## src/rtl/cache_mem_arbiter_if.sv

```systemverilog
// Bus bundle between the I-cache, D-cache, the shared memory port and the arbiter.
// The arbiter connects through slave; the requesters and memory model connect through master.
interface cache_mem_arbiter_if #(
    parameter int ADDR_W = 64,
    parameter int DATA_W = 64
);
    logic              ic_req;
    logic [ADDR_W-1:0] ic_addr;
    logic [31:0]       ic_rdata;
    logic              ic_ok;

    logic              dc_req;
    logic              dc_we;
    logic [ADDR_W-1:0] dc_addr;
    logic [DATA_W-1:0] dc_wdata;
    logic [7:0]        dc_wmask;
    logic [DATA_W-1:0] dc_rdata;
    logic              dc_ok;

    logic              mem_req;
    logic              mem_we;
    logic [ADDR_W-1:0] mem_addr;
    logic [DATA_W-1:0] mem_wdata;
    logic [7:0]        mem_wmask;
    logic [DATA_W-1:0] mem_rdata;
    logic              mem_ok;

    logic              busy;
    logic              err;

    modport slave (
        input  ic_req, ic_addr,
        input  dc_req, dc_we, dc_addr, dc_wdata, dc_wmask,
        input  mem_rdata, mem_ok,
        output ic_rdata, ic_ok, dc_rdata, dc_ok,
        output mem_req, mem_we, mem_addr, mem_wdata, mem_wmask,
        output busy, err
    );

    modport master (
        output ic_req, ic_addr,
        output dc_req, dc_we, dc_addr, dc_wdata, dc_wmask,
        output mem_rdata, mem_ok,
        input  ic_rdata, ic_ok, dc_rdata, dc_ok,
        input  mem_req, mem_we, mem_addr, mem_wdata, mem_wmask,
        input  busy, err
    );
endinterface

```

## src/rtl/cache_mem_arbiter.sv

```systemverilog
// Round-robin owner of the single memory port, shared by I-cache refills and D-cache refills/writebacks.
// One transaction in flight; a watchdog aborts a transaction the memory never completes.
module cache_mem_arbiter #(
    parameter int ADDR_W      = 64,
    parameter int DATA_W      = 64,
    parameter int TIMEOUT_CYC = 255
) (
    input logic                clk,
    input logic                rst,
    cache_mem_arbiter_if.slave bus
);
    localparam logic [1:0] IDLE = 2'd0;
    localparam logic [1:0] BUSY = 2'd1;
    localparam logic [1:0] RESP = 2'd2;
    localparam logic [1:0] REL  = 2'd3;

    localparam logic OWN_I = 1'b0;
    localparam logic OWN_D = 1'b1;

    // Count value during the last BUSY cycle allowed before the abort.
    localparam logic [7:0] TO_LAST = 8'(TIMEOUT_CYC - 1);

    logic [1:0]        state;
    logic              owner;
    logic              last_grant;
    logic              to_flag;
    logic [7:0]        cnt;

    logic              we_q;
    logic [ADDR_W-1:0] addr_q;
    logic [DATA_W-1:0] wdata_q;
    logic [7:0]        wmask_q;

    logic [31:0]       ic_rdata_q;
    logic [DATA_W-1:0] dc_rdata_q;

    logic              grant_any;
    logic              grant_d;
    logic              timeout_hit;
    logic              in_busy;
    logic              finish;

    function automatic logic [31:0] ic_word(input logic hi, input logic [DATA_W-1:0] data);
        return hi ? data[63:32] : data[31:0];
    endfunction

    always_comb begin
        grant_any   = bus.ic_req | bus.dc_req;
        grant_d     = bus.dc_req & (~bus.ic_req | (last_grant == OWN_I));
        in_busy     = (state == BUSY);
        timeout_hit = in_busy & ~bus.mem_ok & (cnt == TO_LAST);
        finish      = in_busy & (bus.mem_ok | timeout_hit);
    end

    always_ff @(posedge clk or negedge rst) begin
        if (!rst) begin
            state      <= IDLE;
            owner      <= OWN_I;
            last_grant <= OWN_D;
            to_flag    <= 1'b0;
            cnt        <= '0;
        end else begin
            case (state)
                IDLE: begin
                    if (grant_any) begin
                        state      <= BUSY;
                        owner      <= grant_d;
                        last_grant <= grant_d;
                    end
                end
                BUSY: begin
                    cnt <= cnt + 8'd1;
                    if (bus.mem_ok) begin
                        state <= RESP;
                    end else if (timeout_hit) begin
                        state   <= RESP;
                        to_flag <= 1'b1;
                    end
                end
                RESP: state <= REL;
                REL: begin
                    state   <= IDLE;
                    cnt     <= '0;
                    to_flag <= 1'b0;
                end
                default: state <= IDLE;
            endcase
        end
    end

    // Attributes captured at grant; requesters are free to change inputs afterwards.
    always_ff @(posedge clk) begin
        if (state == IDLE && grant_any) begin
            we_q    <= grant_d & bus.dc_we;
            addr_q  <= grant_d ? bus.dc_addr : bus.ic_addr;
            wdata_q <= grant_d ? bus.dc_wdata : '0;
            wmask_q <= grant_d ? bus.dc_wmask : '0;
        end
    end

    // Read data registers hold their value between responses.
    always_ff @(posedge clk or negedge rst) begin
        if (!rst) begin
            ic_rdata_q <= '0;
            dc_rdata_q <= '0;
        end else if (finish) begin
            if (owner == OWN_I) begin
                ic_rdata_q <= bus.mem_ok ? ic_word(addr_q[2], bus.mem_rdata) : '0;
            end else begin
                dc_rdata_q <= (bus.mem_ok && !we_q) ? bus.mem_rdata : '0;
            end
        end
    end

    assign bus.mem_req   = in_busy;
    assign bus.mem_we    = in_busy & we_q;
    assign bus.mem_addr  = in_busy ? addr_q  : '0;
    assign bus.mem_wdata = in_busy ? wdata_q : '0;
    assign bus.mem_wmask = in_busy ? wmask_q : '0;

    assign bus.ic_ok    = (state == RESP) & (owner == OWN_I);
    assign bus.dc_ok    = (state == RESP) & (owner == OWN_D);
    assign bus.err      = (state == RESP) & to_flag;
    assign bus.busy     = (state != IDLE);
    assign bus.ic_rdata = ic_rdata_q;
    assign bus.dc_rdata = dc_rdata_q;
endmodule

```

## src/flat_wrapper.sv

```systemverilog
// flat-port wrapper written by rule: the top's interface ports become plain ports
module cache_mem_arbiter_flat 
#(
    parameter int ADDR_W      = 64,
    parameter int DATA_W      = 64,
    parameter int TIMEOUT_CYC = 255
)
  (clk, rst, bus_ic_req, bus_ic_addr, bus_dc_req, bus_dc_we, bus_dc_addr, bus_dc_wdata, bus_dc_wmask, bus_mem_rdata, bus_mem_ok, bus_ic_rdata, bus_ic_ok, bus_dc_rdata, bus_dc_ok, bus_mem_req, bus_mem_we, bus_mem_addr, bus_mem_wdata, bus_mem_wmask, bus_busy, bus_err);
  cache_mem_arbiter_if #(.ADDR_W(ADDR_W), .DATA_W(DATA_W)) bus_i ();
  input logic clk;
  input logic rst;
  input wire logic [$bits(bus_i.ic_req)-1:0] bus_ic_req;
  input wire logic [$bits(bus_i.ic_addr)-1:0] bus_ic_addr;
  input wire logic [$bits(bus_i.dc_req)-1:0] bus_dc_req;
  input wire logic [$bits(bus_i.dc_we)-1:0] bus_dc_we;
  input wire logic [$bits(bus_i.dc_addr)-1:0] bus_dc_addr;
  input wire logic [$bits(bus_i.dc_wdata)-1:0] bus_dc_wdata;
  input wire logic [$bits(bus_i.dc_wmask)-1:0] bus_dc_wmask;
  input wire logic [$bits(bus_i.mem_rdata)-1:0] bus_mem_rdata;
  input wire logic [$bits(bus_i.mem_ok)-1:0] bus_mem_ok;
  output wire logic [$bits(bus_i.ic_rdata)-1:0] bus_ic_rdata;
  output wire logic [$bits(bus_i.ic_ok)-1:0] bus_ic_ok;
  output wire logic [$bits(bus_i.dc_rdata)-1:0] bus_dc_rdata;
  output wire logic [$bits(bus_i.dc_ok)-1:0] bus_dc_ok;
  output wire logic [$bits(bus_i.mem_req)-1:0] bus_mem_req;
  output wire logic [$bits(bus_i.mem_we)-1:0] bus_mem_we;
  output wire logic [$bits(bus_i.mem_addr)-1:0] bus_mem_addr;
  output wire logic [$bits(bus_i.mem_wdata)-1:0] bus_mem_wdata;
  output wire logic [$bits(bus_i.mem_wmask)-1:0] bus_mem_wmask;
  output wire logic [$bits(bus_i.busy)-1:0] bus_busy;
  output wire logic [$bits(bus_i.err)-1:0] bus_err;
  assign bus_i.ic_req = bus_ic_req;
  assign bus_i.ic_addr = bus_ic_addr;
  assign bus_i.dc_req = bus_dc_req;
  assign bus_i.dc_we = bus_dc_we;
  assign bus_i.dc_addr = bus_dc_addr;
  assign bus_i.dc_wdata = bus_dc_wdata;
  assign bus_i.dc_wmask = bus_dc_wmask;
  assign bus_i.mem_rdata = bus_mem_rdata;
  assign bus_i.mem_ok = bus_mem_ok;
  assign bus_ic_rdata = bus_i.ic_rdata;
  assign bus_ic_ok = bus_i.ic_ok;
  assign bus_dc_rdata = bus_i.dc_rdata;
  assign bus_dc_ok = bus_i.dc_ok;
  assign bus_mem_req = bus_i.mem_req;
  assign bus_mem_we = bus_i.mem_we;
  assign bus_mem_addr = bus_i.mem_addr;
  assign bus_mem_wdata = bus_i.mem_wdata;
  assign bus_mem_wmask = bus_i.mem_wmask;
  assign bus_busy = bus_i.busy;
  assign bus_err = bus_i.err;
  cache_mem_arbiter #(.ADDR_W(ADDR_W), .DATA_W(DATA_W), .TIMEOUT_CYC(TIMEOUT_CYC)) u_core (.clk(clk), .rst(rst), .bus(bus_i));
endmodule
```

## config.mk

```make
export PLATFORM = sky130hd
export DESIGN_NAME = cache_mem_arbiter_flat
export DESIGN_NICKNAME = d
export VERILOG_FILES = /design/src/rtl/cache_mem_arbiter_if.sv /design/src/rtl/cache_mem_arbiter.sv /design/src/flat_wrapper.sv
export SDC_FILE = /design/constraint.sdc
export NUM_CORES = 1
export LEC_CHECK = 0
export CORE_AREA = 2 2 195 197
export CTS_BUF_LIST = sky130_fd_sc_hd__clkbuf_16
export CTS_CLUSTER_SIZE = 16
export DETAILED_ROUTE_END_ITERATION = 6
export DIE_AREA = 0 0 197 199
export PLACE_DENSITY = 0.62
export RECOVER_POWER = 25
export SYNTH_ARGS = -nofsm -noshare
export SYNTH_HDL_FRONTEND = slang
export SYNTH_SLANG_ARGS = --single-unit
```

## constraint.sdc

```tcl
create_clock -name clk -period 6.9 [get_ports clk]
set_input_delay 1.38 -clock clk [delete_from_list [all_inputs] [get_ports clk]]
set_output_delay 1.38 -clock clk [all_outputs]
set_load 0.005 [all_outputs]
```

==> impl_metrics.tcl <==
set metrics [dict create \
    ys_warn_count 0 \
    cts_sinks 246 \
    cts_tree "done" \
    cpLargestDelayFamily "compound AO/OA/AOI/OAI gates" \
    drive_gt1_share_pct 8.56 \
    synthFlopType "edfxtp_1" \
    end_kind "register" \
    place.detailed.hpwl_um 25200 \
    period_needed_ps 4900 \
    place_area_sq_um 16300 \
    synth_nets 1043 \
    area_delta_synth_final_pct 58.4 \
    max_freq_ghz 0.204 \
    ctsLongestPathBuffers 3 \
    final_util_pct 45.9 \
    fin_skew_ps 29.0 \
    fin_tns_setup_ps 0 \
    status "complete, but fails checks" \
    finalNetCount 1535 \
    grt.overflow.total 0 \
    cts-root-buf "clkbuf_16" \
    leakage_nw 6.63 \
    die_w_um 197 \
    via_per_inst 4.58 \
    rsz0062_at_grt "no" \
    first_global_vias 8617 \
    dp.cells 1702 \
    synth_most_common_cell "and2_1" \
    whs_ps 486 \
    syn_area_per_cell_sq_um 14.0 \
    max_stage_delay_ps 2410 \
    ys_ff_latch 246 \
    syn-instance-count 766 \
    ir_drop_uv 166 \
    num_vias 7999 \
    postRouteAntennaNets 0 \
    start_util_pct 29.0 \
    cts.clk_slew.worst_paths_ps 60 \
    grtUsageTotal_pct 17.1 \
    power_density_nw_per_um2 347 \
    gp_congestion 0.766 \
    finalHoldViolations 0 \
    hold_buffers 0 \
    setup_viol 0 \
    antennaDiodeCount 0 \
    cap_violations 6 \
    async_reset_ff_share_pct 44.3 \
    grt_max_degree 118 \
    crit_path_max_fanout 80 \
    fin_ws_ps 2000 \
    crit_buf_inv 2 \
    pre_cts_slack_ps 2710 \
    slew_violations 266 \
    synth_edf_count 137 \
    antenna_found_initial 3 \
    timing.final.crit_share_pct 71.0 \
    wl_um 34600 \
    grt_pass1_wl_um 51100 \
    cts_setup_buffers 0 \
    hp-class "reg -> reg" \
    rrSetupSlack_ps 2780 \
    rows 71 \
    dr.pass1.iters 6 \
    cp_cell_sequence "dlygate4sd3_1 > a21boi_1 > buf_12 > mux2_2" \
    cts_buffers 28 \
    wl_per_cell_um 19.8 \
    slew_headroom_pct -115 \
    drt_iter0_markers 289 \
    clock_latency_ps 560 \
    worst_pin_slew_ps 3210 \
    ys_seq_area_share_pct 63.6 \
    die_h_um 199 \
    violations "capacitance limit, slew limit" \
    ys_top_cells_by_area "edfxtp_1, dfrtp_1, and2_1" \
    dieArea_sq_um 39200 \
    syn_area_sq_um 10800 \
    synthTopCellsByCount "and2_1, edfxtp_1, dfrtp_1, mux2_2, a22o_1" \
    stdcell_count 1748 \
    total_power_mw 5.91 \
    fp.coreArea_sq_um 37100 \
    crit_path_top_delay_cell "a21boi_1" \
    start_kind "input port" \
    critical_path_required_ps 7210 \
    drcViolationCount 0 \
    ys_types 33 \
    arrival_ps 5210 \
    cts-resized-gates 0 \
    cts_max_level 1 \
    crit_type "in -> reg" \
    port_buffers 507 \
    synth_top_area_cell "edfxtp_1" \
    fin_area_sq_um 17000 \
    synth_top_area_share_pct 38.3 \
    boundaryPins 508 \
]
-- worst register-to-register path, cell delays in order (launching register included) --
cell,delay (ps)
dfrtp_1,400
inv_1,140
ha_4,620
nand3_1,2010
a22o_1,820
-- path summary, 6_finish.rpt --
check,start,to,depth (start not counted)
setup / recovery,bus_dc_req,u_core.addr_q[4]$_DFFE_PP_,4
hold / removal,u_core.bus.ic_rdata[12]$_DFFE_PN0P_,u_core.bus.ic_rdata[12]$_DFFE_PN0P_,1
setup reg to reg,u_core.state[1]$_DFFE_PN0P_,u_core.bus.dc_rdata[29]$_DFFE_PN0P_,4
hold reg to reg,u_core.bus.ic_rdata[12]$_DFFE_PN0P_,u_core.bus.ic_rdata[12]$_DFFE_PN0P_,1
max in group asynchronous,rst,u_core.state[0]$_DFFE_PN0P_,2
min in group asynchronous,rst,u_core.bus.dc_rdata[17]$_DFFE_PN0P_,1
-- layer usage --
| layer | routed length [um] | vias to the layer above | global-route usage [%] |
|---|---|---|---|
| met5 | 31 | - | 0 |
| met4 | 1150 | 4 | 5.65 |
| met3 | 3100 | 58 | 5.88 |
| met2 | 17300 | 368 | 30.3 |
| met1 | 13100 | 3826 | 19.2 |
| li1 | - | 3743 | - |
-- report_power, final --
part | internal, mW | total [mW] | switching [mW]
clock network | 0.782 | 1.36 | 0.579
logic | 1.33 | 2.25 | 0.917
registers | 2.10 | 2.31 | 0.207
total | 4.21 | 5.91 | 1.70
-- cell usage in the layout (no fill, tap or decap), types with 2 or more instances in the layout --
cell type,netlist,routed
clkbuf_16,0,29
mux2_2,65,65
nand4_1,3,3
nor2_1,10,10
dfrtp_1,108,108
or3_1,2,2
clkinv_1,0,4
clkdlybuf4s50_1,0,504
o21ai_0,3,3
o2bb2ai_1,33,33
ha_1,7,6
nand3_1,3,4
dlygate4sd3_1,0,2
a21oi_1,5,5
mux2i_1,33,33
nand2_1,5,5
clkbuf_1,25,2
a22o_1,64,64
and2_1,212,211
xor2_1,4,4
edfxtp_1,137,137
buf_4,0,5
buf_12,0,2
inv_1,6,16
-- layout make-up --
class	count	area, sq um
Timing Repair Buffer	516	5150
Clock buffer	29	726
Tap cell	474	593
Fill cell	3437	20100
Sequential cell	246	6840
Multi-Input combinational cell	460	3600
Inverter	6	22.5
Clock inverter	17	95.1
-- state kept, by name, summed over array words and instances, names as in the netlist --
register and flops:
u_core.last_grant 1, u_core.bus.dc_rdata 64, u_core.to_flag 1, u_core.owner 1
u_core.addr_q 64, u_core.cnt 8, u_core.wdata_q 64, u_core.we_q 1
u_core.bus.ic_rdata 32, u_core.state 2, u_core.wmask_q 8
-- kinds of logic after synthesis --
family | share of synthesized area, %
DFF | 63.6
and+or+nand+nor | 13.9
AOI/OAI and AO/OA | 8.63
muxes | 9.88
buffers and inverters | 2.77
adders and majority gates | 0.814
xor gates and xnor gates | 0.407
Power figures use the tool's default switching activity.
